`src/rtl/doppler_gate_sequencer.sv`:
```
// Per-PRF sequencer for the pulsed-Doppler I/Q demodulator: TX burst, range-gate delay, integration, {Q,I} capture.
// Optional free-running PRF repetition is enabled by defining DOPPLER_SEQ_FREERUN_EN.
module doppler_gate_sequencer #(
  parameter int CNT_W = 16,
  parameter int IQ_W  = 64
) (
  input  logic             clk,
  input  logic             reset,
  input  logic             start,
  input  logic             abort,
  input  logic [1:0]       freq_cfg,
  input  logic [CNT_W-1:0] tx_cycles,
  input  logic [CNT_W-1:0] gate_delay,
  input  logic [CNT_W-1:0] gate_len,
  input  logic [CNT_W-1:0] prf_period,
  input  logic [IQ_W-1:0]  iq_in,
  output logic [1:0]       freqSel,
  output logic             tx_burst,
  output logic             demod_enable,
  output logic             demod_reset,
  output logic [IQ_W-1:0]  iq_out,
  output logic             iq_valid,
  input  logic             iq_ready,
  output logic             busy,
  output logic             overrun
);

  localparam logic [CNT_W-1:0] ONE = CNT_W'(1);

  typedef enum logic [2:0] {
    S_IDLE,
    S_TX,
    S_DELAY,
    S_INTEG,
    S_DUMP,
    S_WAIT_PRF
  } state_t;

  state_t state, state_nxt;

  logic [CNT_W-1:0] tx_len_q, delay_q, len_q, prf_q;
  logic [CNT_W-1:0] phase_cnt, prf_cnt;
  logic [CNT_W-1:0] prf_last;
  logic [1:0]       freq_q;
  logic             latch_cfg, capture, drop, prf_short;

  function automatic logic [CNT_W-1:0] sat_inc(input logic [CNT_W-1:0] v);
    sat_inc = (v == {CNT_W{1'b1}}) ? v : v + ONE;
  endfunction

  function automatic logic [CNT_W-1:0] min_one(input logic [CNT_W-1:0] v);
    min_one = (v == '0) ? ONE : v;
  endfunction

  // prf_period of 0 wraps to all-ones, i.e. the longest possible PRF
  assign prf_last = prf_q - ONE;

  always_comb begin
    state_nxt = state;
    latch_cfg = 1'b0;
    capture   = 1'b0;
    drop      = 1'b0;
    prf_short = 1'b0;
    case (state)
      S_IDLE: begin
        if (start) begin
          state_nxt = S_TX;
          latch_cfg = 1'b1;
        end
      end
      S_TX: begin
        if (phase_cnt == tx_len_q - ONE)
          state_nxt = (delay_q == '0) ? S_INTEG : S_DELAY;
      end
      S_DELAY: begin
        if (phase_cnt == delay_q - ONE)
          state_nxt = S_INTEG;
      end
      S_INTEG: begin
        if (phase_cnt == len_q - ONE)
          state_nxt = S_DUMP;
      end
      S_DUMP: begin
        if (!iq_valid || iq_ready) capture = 1'b1;
        else                       drop    = 1'b1;
        if (prf_cnt >= prf_last) begin
          prf_short = 1'b1;
          state_nxt = S_IDLE;
        end else begin
          state_nxt = S_WAIT_PRF;
        end
      end
      S_WAIT_PRF: begin
        if (prf_cnt == prf_last) begin
`ifdef DOPPLER_SEQ_FREERUN_EN
          if (start) begin
            state_nxt = S_TX;
            latch_cfg = 1'b1;
          end else begin
            state_nxt = S_IDLE;
          end
`else
          state_nxt = S_IDLE;
`endif
        end
      end
      default: state_nxt = S_IDLE;
    endcase
    // Abort wins over everything, including a DUMP-cycle capture
    if (abort) begin
      state_nxt = S_IDLE;
      latch_cfg = 1'b0;
      capture   = 1'b0;
      drop      = 1'b0;
      prf_short = 1'b0;
    end
  end

  always_ff @(posedge clk or posedge reset) begin
    if (reset) begin
      state     <= S_IDLE;
      phase_cnt <= '0;
      prf_cnt   <= '0;
    end else begin
      state     <= state_nxt;
      phase_cnt <= (state_nxt != state) ? '0 : sat_inc(phase_cnt);
      if (latch_cfg)           prf_cnt <= '0;
      else if (state != S_IDLE) prf_cnt <= sat_inc(prf_cnt);
      else                     prf_cnt <= '0;
    end
  end

  // Configuration snapshot taken on every TX entry
  always_ff @(posedge clk or posedge reset) begin
    if (reset) begin
      tx_len_q <= ONE;
      delay_q  <= '0;
      len_q    <= ONE;
      prf_q    <= '0;
      freq_q   <= 2'b11;
    end else if (latch_cfg) begin
      tx_len_q <= min_one(tx_cycles);
      delay_q  <= gate_delay;
      len_q    <= min_one(gate_len);
      prf_q    <= prf_period;
      freq_q   <= freq_cfg;
    end
  end

  always_ff @(posedge clk or posedge reset) begin
    if (reset) begin
      iq_out   <= '0;
      iq_valid <= 1'b0;
      overrun  <= 1'b0;
    end else begin
      if (capture) begin
        iq_out   <= iq_in;
        iq_valid <= 1'b1;
      end else if (iq_valid && iq_ready) begin
        iq_valid <= 1'b0;
      end
      if (drop || prf_short)
        overrun <= 1'b1;
    end
  end

  assign freqSel      = freq_q;
  assign tx_burst     = (state == S_TX);
  assign demod_reset  = (state == S_TX);
  assign demod_enable = (state == S_INTEG);
  assign busy         = (state != S_IDLE);

endmodule
```
`config.mk`:
```
export PLATFORM = sky130hd
export DESIGN_NAME = doppler_gate_sequencer
export DESIGN_NICKNAME = d
export VERILOG_FILES = /design/src/rtl/doppler_gate_sequencer.sv
export SDC_FILE = /design/constraint.sdc
export NUM_CORES = 1
export LEC_CHECK = 0
export CAP_MARGIN = 20
export CORE_ASPECT_RATIO = 1.1
export CORE_MARGIN = 1
export CORE_UTILIZATION = 25
export CTS_BUF_LIST = sky130_fd_sc_hd__clkbuf_2
export CTS_CLUSTER_SIZE = 24
export DETAILED_ROUTE_END_ITERATION = 10
export HOLD_SLACK_MARGIN = 0.05
export PLACE_DENSITY = 0.5
export SYNTH_ARGS = -nofsm -noshare
export SYNTH_HDL_FRONTEND = slang
export SYNTH_SLANG_ARGS = --single-unit
```
`constraint.sdc`:
```
create_clock -name clk -period 7.1 [get_ports clk]
set_input_delay 0.71 -clock clk [delete_from_list [all_inputs] [get_ports clk]]
set_output_delay 0.71 -clock clk [all_outputs]
set_load 0.02 [all_outputs]
```
==> results of run 1 <==
==> layer usage <==
metal	vias up	track usage, %	part of all wire [%]
li1	3483	-	-
met1	3490	18.0	46
met5	-	0	0
met4	0	4.65	1.3
met3	20	3.23	5.2
met2	153	22.2	47
==> how the worst max path moves through the flow <==
stage,startpoint,slack (ns),endpoint
final,prf_q[5],2.33,phase_cnt[9]
after global routing,prf_q[5],1.85,phase_cnt[9]
after CTS,prf_q[4],2.28,phase_cnt[9]
after detailed placement,prf_q[4],2.33,phase_cnt[8]
after global placement,prf_q[4],2.49,phase_cnt[15]
after floorplan,reset,1.88,delay_q[0]
==> state kept, by name, indices dropped and copies added (netlist names) <==
register,count
prf_q,16
len_q,16
freqSel,2
state,3
iq_valid,1
delay_q,16
overrun,1
tx_len_q,16
phase_cnt,16
iq_out,64
prf_cnt,16
==> cells by family after synthesis <==
logic type / synth area share (%)
AND/OR/NAND/NOR: 15.7
flip-flops: 45.0
multiplexers: 15.1
AO/OA/AOI/OAI: 8.93
XOR/XNOR: 8.95
buffers and inverters: 3.46
adder cells (fa/ha/maj): 2.96
==> synth_stat cells, drive strengths merged (24+ instances only) <==
cell	instances	area share, %
nand2	41	1.7
clkbuf	30	1.2
nor2	48	1.9
a21oi	38	2.4
xnor2	52	4.9
inv	24	0.97
o21ai	32	1.7
nand3	27	1.5
xor2	43	4.0
mux2	119	14
nor3	33	2.0
dfrtp	163	44
==> through the flow <==
step / util, % / instance area [µm²]
after floorplan: - / 9300
after global placement: 32.5 / 11800
after detailed placement: 32.5 / 11800
after CTS: 33.2 / 12100
after global routing: 33.2 / 12100
final: 33.2 / 12100
==> where the power goes <==
group / switching [mW] / internal, mW
logic: 0.304 / 0.356
registers: 0.163 / 1.07
clock network: 0.424 / 0.123
total: 0.891 / 1.55
==> cell type report <==
class / count / area [µm²]
inverter: 24 / 95.1
tap: 487 / 609
fill: 3783 / 24300
multi-input combinational: 623 / 4810
clock inverter: 15 / 170
clock buffer: 17 / 85.1
timing repair buffer: 212 / 2110
antenna: 1 / 2.50
sequential: 167 / 4180
==> worst reg2reg max path, stage by stage (launching register included) <==
cell and delay, ns:
dfrtp_1 0.47, or4_1 0.53, nor2_1 0.15, nand3_1 0.13
nor3_1 0.28, nand2b_1 0.15, nor4_1 0.26, xnor2_1 0.17
ha_1 0.26, and4_1 0.23, nand3_1 0.13, a211oi_1 0.06
a211o_1 0.30, nor3_1 0.24, o2111ai_1 0.18, and4b_4 0.25
or3b_1 0.66, a21oi_1 0.23
==> impl_metrics.ini, run 1 <==
[status]
status = complete, no violations

[finish]
final_nets = 1202
final_common_cell = clkdlybuf4s50_1
syn_to_final_growth_pct = 29.7
mostFrequentLayoutCells = 206 x clkdlybuf4s50_1, 163 x dfrtp_1, 119 x mux2_2, 52 x xnor2_1, 47 x nor2_1
drive_gt1_share_pct = 17.9
instances_no_fill = 1546

[clocking]
cts_buffers = 17
cts_num_sinks = 167
post_cts_resized = 0
cts_tree = done
clock_path_buffers = 2
ctsHoldBuffers = 0
clk_latency_ns = 0.86
cts-root-buf = clkbuf_2
h-tree-depth = 4
cts_setup_buffers = 0
clkTransAtPathRegs_ns = 0.35

[setup_path]
cp_data_arrival_time_ns = 5.49
crit_chain = or4_1 > nor2_1 > nand3_1 > nor3_1 > nand2b_1 > nor4_1 > xnor2_1 > ha_1 > and4_1 > nand3_1 > a211oi_1 > a211o_1 > nor3_1 > o2111ai_1 > and4b_4 > or3b_1 > a21oi_1
critPathRequiredTime_ns = 7.82
criticalPathCategory = flop to flop
r2r_end = phase_cnt[9]
critPathMaxStageDelay_ns = 0.66
reg2regPathDepth = 17
cp-end-kind = flop
rrSetupSlack_ns = 2.33
path_depth = 17
path_buf_inv = 0
path_max_fanout = 16
critical_path.top_delay_family = simple AND/OR/NAND/NOR gates
critPathLaunchType = flop
r2r-start = prf_q[5]
cp_slowest_cell = or3b_1

[global_route]
grt_pass1_wl_mm = 40.3
grt_overflow = 0
grt_max_degree = 101
grt_pass1_vias = 7330
grt_antenna_before_repair = 1
grt_usage_pct = 13.8

[placed_design]
gp_congestion = 0.796
dp_cells = 1513
dp_slack_ns = 2.33
io_buffer_count = 206
dp_hpwl_mm = 19.0

[synth]
synth.distinct_cells = 70
synth_edf_count = 0
synth_area_um2 = 9300
synthesis.nets = 1016
ys.flop_type = dfrtp_1
async_reset_ff_share_pct = 100
syn-mean-instance-area_um2 = 10.8
synth_seq_cells = 167
yosys_warnings = 0
syn_inst = 859
synth-seq-area-share_pct = 45.0

[route]
first_pass_iters = 4
vias_per_cell = 4.62
wl_per_cell_um = 16.4
ant_nets = 0
drtIter0Drc = 390
drc = 0
vias = 7146
wirelength_mm = 25.3

[die]
coreArea_um2 = 36400
die-area_um2 = 38000
start_util_pct = 25.6
io_pins = 207
die-width_um = 186
placementRows = 73
die_h_um = 204

[min_path]
hold_class = input pin to asynchronous set/reset pin

[timing]
fin_ws_ns = 2.33
setup_viol = 0
rsz0062_at_grt = false
timing.hold.ws_ns = 0.375
worst_slew_pin_slew_ns = 0.929
finalHoldViolations = 0
slew_violations = 0
period_share_pct = 67.2
fmax_mhz = 210
skew_ns = 0.0925
tns_ns = 0
slew_headroom_pct = 38.0
period_minus_slack_ns = 4.77

[pwr]
ir_worst_vdd_mv = 0.100
powerDensity_nw_per_um2 = 202
p_total_mw = 2.44
p_leak_nw = 4.83

[job]
maxCapViolCount = 0
Power figures use the tool's default switching activity.
==> run 2: changes to the inputs <==
--- a/config.mk
+++ b/config.mk
@@ -13,7 +13,7 @@
 export CTS_CLUSTER_SIZE = 24
 export DETAILED_ROUTE_END_ITERATION = 10
 export HOLD_SLACK_MARGIN = 0.05
-export PLACE_DENSITY = 0.5
+export PLACE_DENSITY = 0.52
 export SYNTH_ARGS = -nofsm -noshare
 export SYNTH_HDL_FRONTEND = slang
 export SYNTH_SLANG_ARGS = --single-unit
==> constraint.sdc (replaced) <==
create_clock -name clk -period 4.15 [get_ports clk]
set_input_delay 0.415 -clock clk [delete_from_list [all_inputs] [get_ports clk]]
set_output_delay 0.415 -clock clk [all_outputs]
set_load 0.02 [all_outputs]
==> run 2 against run 1 <==
- global-route usage rose by 0.68 points
- cell area rose by 9.6%
- total power rose by 76%
- critical path depth rose by 1
- clock power rose by 69%
- sequential power rose by 70%
- worst hold slack got worse by 0.18 ns
- largest cell class unchanged
==> impl_metrics.ini, run 2 (synthesis gave the netlist of run 1 again) <==
[clocking]
h-tree-depth = 4
cts_tree = done
clkTransAtPathRegs_ns = 0.29
cts_buffers = 17
clk_latency_ns = 0.84
cts-root-buf = clkbuf_2
clock_path_buffers = 2
cts_num_sinks = 167

[setup_path]
crit_path_end = phase_cnt[8]
path_depth = 18
critical_path.top_delay_family = simple AND/OR/NAND/NOR gates
crit_chain = or4_4 > nor2_4 > nand3_2 > nor3_2 > buf_4 > nand2b_4 > nor4_4 > xnor2_1 > ha_1 > a21o_1 > a21o_1 > a211o_1 > nor3_2 > o2111ai_2 > and4b_4 > or3b_4 > buf_8 > a21oi_1
rrSetupSlack_ns = 0.04
path_max_fanout = 8
reg2regPathDepth = 18
criticalPathCategory = flop to flop
startpoint = prf_q[4]
critPathLaunchType = flop
cp-end-kind = flop
cp_slowest_cell = or4_4
r2r_end = phase_cnt[8]
critPathMaxStageDelay_ns = 0.55
path_buf_inv = 2
cp_data_arrival_time_ns = 4.86
r2r-start = prf_q[4]
critPathRequiredTime_ns = 4.90

[global_route]
grt_pass1_wl_mm = 42.5
grt_max_degree = 75
grt_usage_pct = 14.5
grt_pass1_vias = 7856
grt_antenna_before_repair = 1
grt_overflow = 0

[finish]
top_register = iq_out
instances_no_fill = 1652
design_area_um2 = 13200
regArea_um2 = 4180
largest_register_ffs = 64
multiInputGateArea_um2 = 4900
final_util_pct = 36.4
final_common_cell = clkdlybuf4s50_1
num-fill-cells = 3703
final_nets = 1308
syn_to_final_growth_pct = 42.2
drive_gt1_share_pct = 19.8
mostFrequentLayoutCells = 206 x clkdlybuf4s50_1, 163 x dfrtp_1, 119 x mux2_2, 80 x dlygate4sd3_1, 52 x xnor2_1

[job]
maxCapViolCount = 0

[die]
die_h_um = 204
io_pins = 207
die-area_um2 = 38000
coreArea_um2 = 36400
placementRows = 73
start_util_pct = 25.6
die-width_um = 186

[timing]
fin_ws_ns = 0.0442
fmax_mhz = 244
period_share_pct = 98.9
period_minus_slack_ns = 4.11
skew_ns = 0.0605
finalHoldViolations = 0
slew_violations = 0
setup_viol = 0
timing.hold.ws_ns = 0.190
tns_ns = 0
rsz0062_at_grt = true
slew_headroom_pct = 46.6
worst_slew_pin_slew_ns = 0.790

[min_path]
hold_path_depth = 2
hold_class = input pin to flop

[status]
status = complete, no violations

[pwr]
p_total_mw = 4.28
powerDensity_nw_per_um2 = 324
ir_worst_vdd_mv = 0.155
p_leak_nw = 5.33

[placed_design]
gp_congestion = 0.813
dp_slack_ns = -0.192
dpl_cell_area_um2 = 12000
io_buffer_count = 206
dp_hpwl_mm = 19.3
dp_cells = 1531

[route]
ant_nets = 0
vias = 7606
wl_per_cell_um = 15.9
drc = 0
drtIter0Drc = 358
vias_per_cell = 4.60
wirelength_mm = 26.3
first_pass_iters = 5
-- run 2: cell count changes in the layout (fill, tap and decap cells not counted), sizes merged --
cell	previous run	this run
dlygate4sd3	0	80
buf	6	32
clkinvlp	1	2
inv	33	32
-- run 2: layer usage --
| metal | track usage [%] | wire [µm] | vias up | part of all wire [%] |
|---|---|---|---|---|
| met3 | 3.08 | 1110 | 21 | 4.2 |
| met1 | 18.7 | 12100 | 3753 | 46 |
| met5 | 0 | 0 | - | 0 |
| li1 | - | - | 3679 | - |
| met2 | 23.9 | 12700 | 153 | 48 |
| met4 | 4.71 | 391 | 0 | 1.5 |
-- run 2: area by class of cell --
cell class              count  share of cell area, %
well taps                 487                   4.61
multi-input cells         623                   37.1
inverters                  24                  0.710
flip-flops and latches    167                   31.6
repair buffers            318                   24.1
clock buffers              17                  0.643
diodes                      1                 0.0189
clock inverters            15                   1.18
-- run 2: what timing repair did --
action                                  in CTS  in global routing
hold buffers                                80                  0
endpoints found under the setup margin      16                 16
setup buffers                                6                  1
cloned                                       1                  0
pin swaps                                    3                  1
hold endpoints to repair                    96                  0
gates resized for setup                     17                  4
-- run 2: worst min path at each step --
stage,start,endpoint,slack [ns]
2_1_floorplan,abort,state[1],0.49
3_3_place_gp,iq_out[35],iq_out[35],0.49
3_5_place_dp,iq_out[15],iq_out[15],0.49
4_1_cts,iq_in[51],iq_out[51],0.05
5_1_grt,gate_delay[2],delay_q[2],0.06
6_report,iq_in[51],iq_out[51],0.19
-- run 2: power breakdown --
group / internal, mW / total [mW] / switching (mW)
logic: 0.701 / 1.26 / 0.564
clock network: 0.202 / 0.924 / 0.722
registers: 1.83 / 2.09 / 0.266
==> run 3: changes to the inputs <==
--- a/config.mk
+++ b/config.mk
@@ -13,7 +13,8 @@
 export CTS_CLUSTER_SIZE = 24
 export DETAILED_ROUTE_END_ITERATION = 10
 export HOLD_SLACK_MARGIN = 0.05
-export PLACE_DENSITY = 0.52
+export MAX_ROUTING_LAYER = met4
+export PLACE_DENSITY_LB_ADDON = 0.2
 export SYNTH_ARGS = -nofsm -noshare
 export SYNTH_HDL_FRONTEND = slang
 export SYNTH_SLANG_ARGS = --single-unit
==> run 3 against run 2 <==
- fmax down 0.51%
- cell area is 3.3% lower
- clock power up 7.9%
- sequential cell count is the same
==> impl_metrics.ini, run 3 (synthesis gave the netlist of run 1 again) <==
[status]
status = complete, no violations

[setup_path]
cp_slowest_cell = or4_4
r2r-start = prf_q[4]
path_depth = 19
crit_path_end = phase_cnt[13]
crit_chain = or4_4 > nor2_4 > nand3_2 > nor3_2 > buf_4 > nand2b_4 > nor3b_2 > xnor2_1 > ha_1 > and4_1 > nand3_2 > a211oi_1 > a211o_1 > nor3_4 > o2111ai_2 > and4b_4 > or3b_4 > buf_12 > a21oi_2
reg2regPathDepth = 19
r2r_end = phase_cnt[13]
cp-end-kind = flop
rrSetupSlack_ns = 0.02
path_max_fanout = 16
critPathRequiredTime_ns = 4.89
startpoint = prf_q[4]
critPathMaxStageDelay_ns = 0.56
critPathLaunchType = flop
path_buf_inv = 2
criticalPathCategory = flop to flop
critical_path.top_delay_family = simple AND/OR/NAND/NOR gates
path_common_cell = nand3_2
cp_data_arrival_time_ns = 4.87

[timing]
slew_violations = 0
rsz0062_at_grt = true
worst_slew_pin_slew_ns = 0.865
tns_ns = 0
slew_headroom_pct = 42.3
finalHoldViolations = 0
period_minus_slack_ns = 4.13
skew_ns = 0.0580
fmax_mhz = 242
period_share_pct = 99.4
setup_viol = 0
fin_ws_ns = 0.0231

[placed_design]
dpl_cell_area_um2 = 12000
dp_slack_ns = -0.184
io_buffer_count = 206
gp_congestion = 0.809
dp_cells = 1530
dp_hpwl_mm = 19.2

[die]
die-area_um2 = 38000
die_h_um = 204
die-width_um = 186
coreArea_um2 = 36400
placementRows = 73
io_pins = 207
start_util_pct = 25.6

[global_route]
grt_pass1_vias = 7634
grt_overflow = 0
grt_pass1_wl_mm = 41.6
grt_usage_pct = 14.6
grt_antenna_before_repair = 1
grt_max_degree = 113

[job]
maxCapViolCount = 0

[min_path]
hold_path_depth = 2
hold_class = input pin to flop

[finish]
drive_gt1_share_pct = 19.9
design_area_um2 = 12800
mostFrequentLayoutCells = 206 x clkdlybuf4s50_1, 163 x dfrtp_1, 119 x mux2_2, 52 x xnor2_1, 46 x nor2_1
top_register = iq_out
final_common_cell = clkdlybuf4s50_1
largest_register_ffs = 64
final_nets = 1264
syn_to_final_growth_pct = 37.5
final_util_pct = 35.2
instances_no_fill = 1608

[clocking]
cts_num_sinks = 167
clk_latency_ns = 0.85
cts_buffers = 17
cts_tree = done
clock_path_buffers = 2
h-tree-depth = 4
cts-root-buf = clkbuf_2
clkTransAtPathRegs_ns = 0.29

[route]
maxUsedRoutingLayer = met4
met2WireLength_mm = 12.3
first_pass_iters = 4
wirelength_mm = 26.1
ant_nets = 0
drtIter0Drc = 306
wl_per_cell_um = 16.2
vias_per_cell = 4.64
vias = 7459
drt-met1-wl_mm = 12.3
dr_wl_met3_mm = 1.19
drc = 0

[pwr]
p_leak_nw = 5.14
ir_worst_vdd_mv = 0.186
powerDensity_nw_per_um2 = 338
[run 3: cell count changes in the layout (fill, tap and decap cells not counted), sizes merged]
cell | before | now
buf | 32 | 27
bufinv | 0 | 2
clkinv | 5 | 4
dlygate4sd3 | 80 | 41
inv | 32 | 31
[run 3: stage by stage]
| step | power (mW) | hold slack [ns] |
|---|---|---|
| finish | 4.32 | 0.169 |
| global route | 4.59 | 0.0580 |
| CTS | 4.39 | 0.0502 |
| detailed placement | 3.31 | 0.456 |
| global placement | 3.29 | 0.445 |
| floorplan | 2.81 | 0.488 |
[run 3: area by class of cell]
class	instances	area, µm²
antenna	1	2.50
clock buffer	17	85.1
clock inverter	15	186
fill	3754	23600
inverter	24	93.8
multi-input combinational	623	4890
sequential	167	4180
tap	487	609
timing repair buffer	274	2740
[run 3: where the power goes]
part / switching, mW / internal, mW / total [mW]
clock network: 0.688 / 0.309 / 0.997
logic: 0.549 / 0.668 / 1.22
registers: 0.279 / 1.83 / 2.11
[run 3: worst min path at each step]
stage | slack, ns | from | to
finish | 0.17 | iq_in[35] | iq_out[35]
global route | 0.06 | gate_delay[3] | delay_q[3]
CTS | 0.05 | prf_period[13] | prf_q[13]
detailed placement | 0.46 | overrun | overrun
global placement | 0.45 | overrun | overrun
floorplan | 0.49 | abort | state[1]
[run 3: what timing repair did]
item	in CTS	in global routing
resized for setup	12	4
setup endpoints to repair	16	16
cloned	0	0
pin swaps	4	10
buffers inserted	2	2
hold buffers	41	0
endpoints found under the hold margin	148	0
[run 3: layer usage]
layer / up-vias / track usage [%]
met2: 161 / 22.7
met5: - / -
met4: 0 / 4.39
li1: 3603 / -
met1: 3673 / 18.9
met3: 22 / 3.23
[run 3: worst register-to-register path, delay by kind of cell, from the launching register on]
kind,cells,cell delay [ns]
AND/OR/NAND/NOR,11,2.30
AO/OA/AOI/OAI,4,0.59
flip-flops,1,0.45
buffers and inverters,2,0.32
adder cells (fa/ha/maj),1,0.25
XOR/XNOR,1,0.14
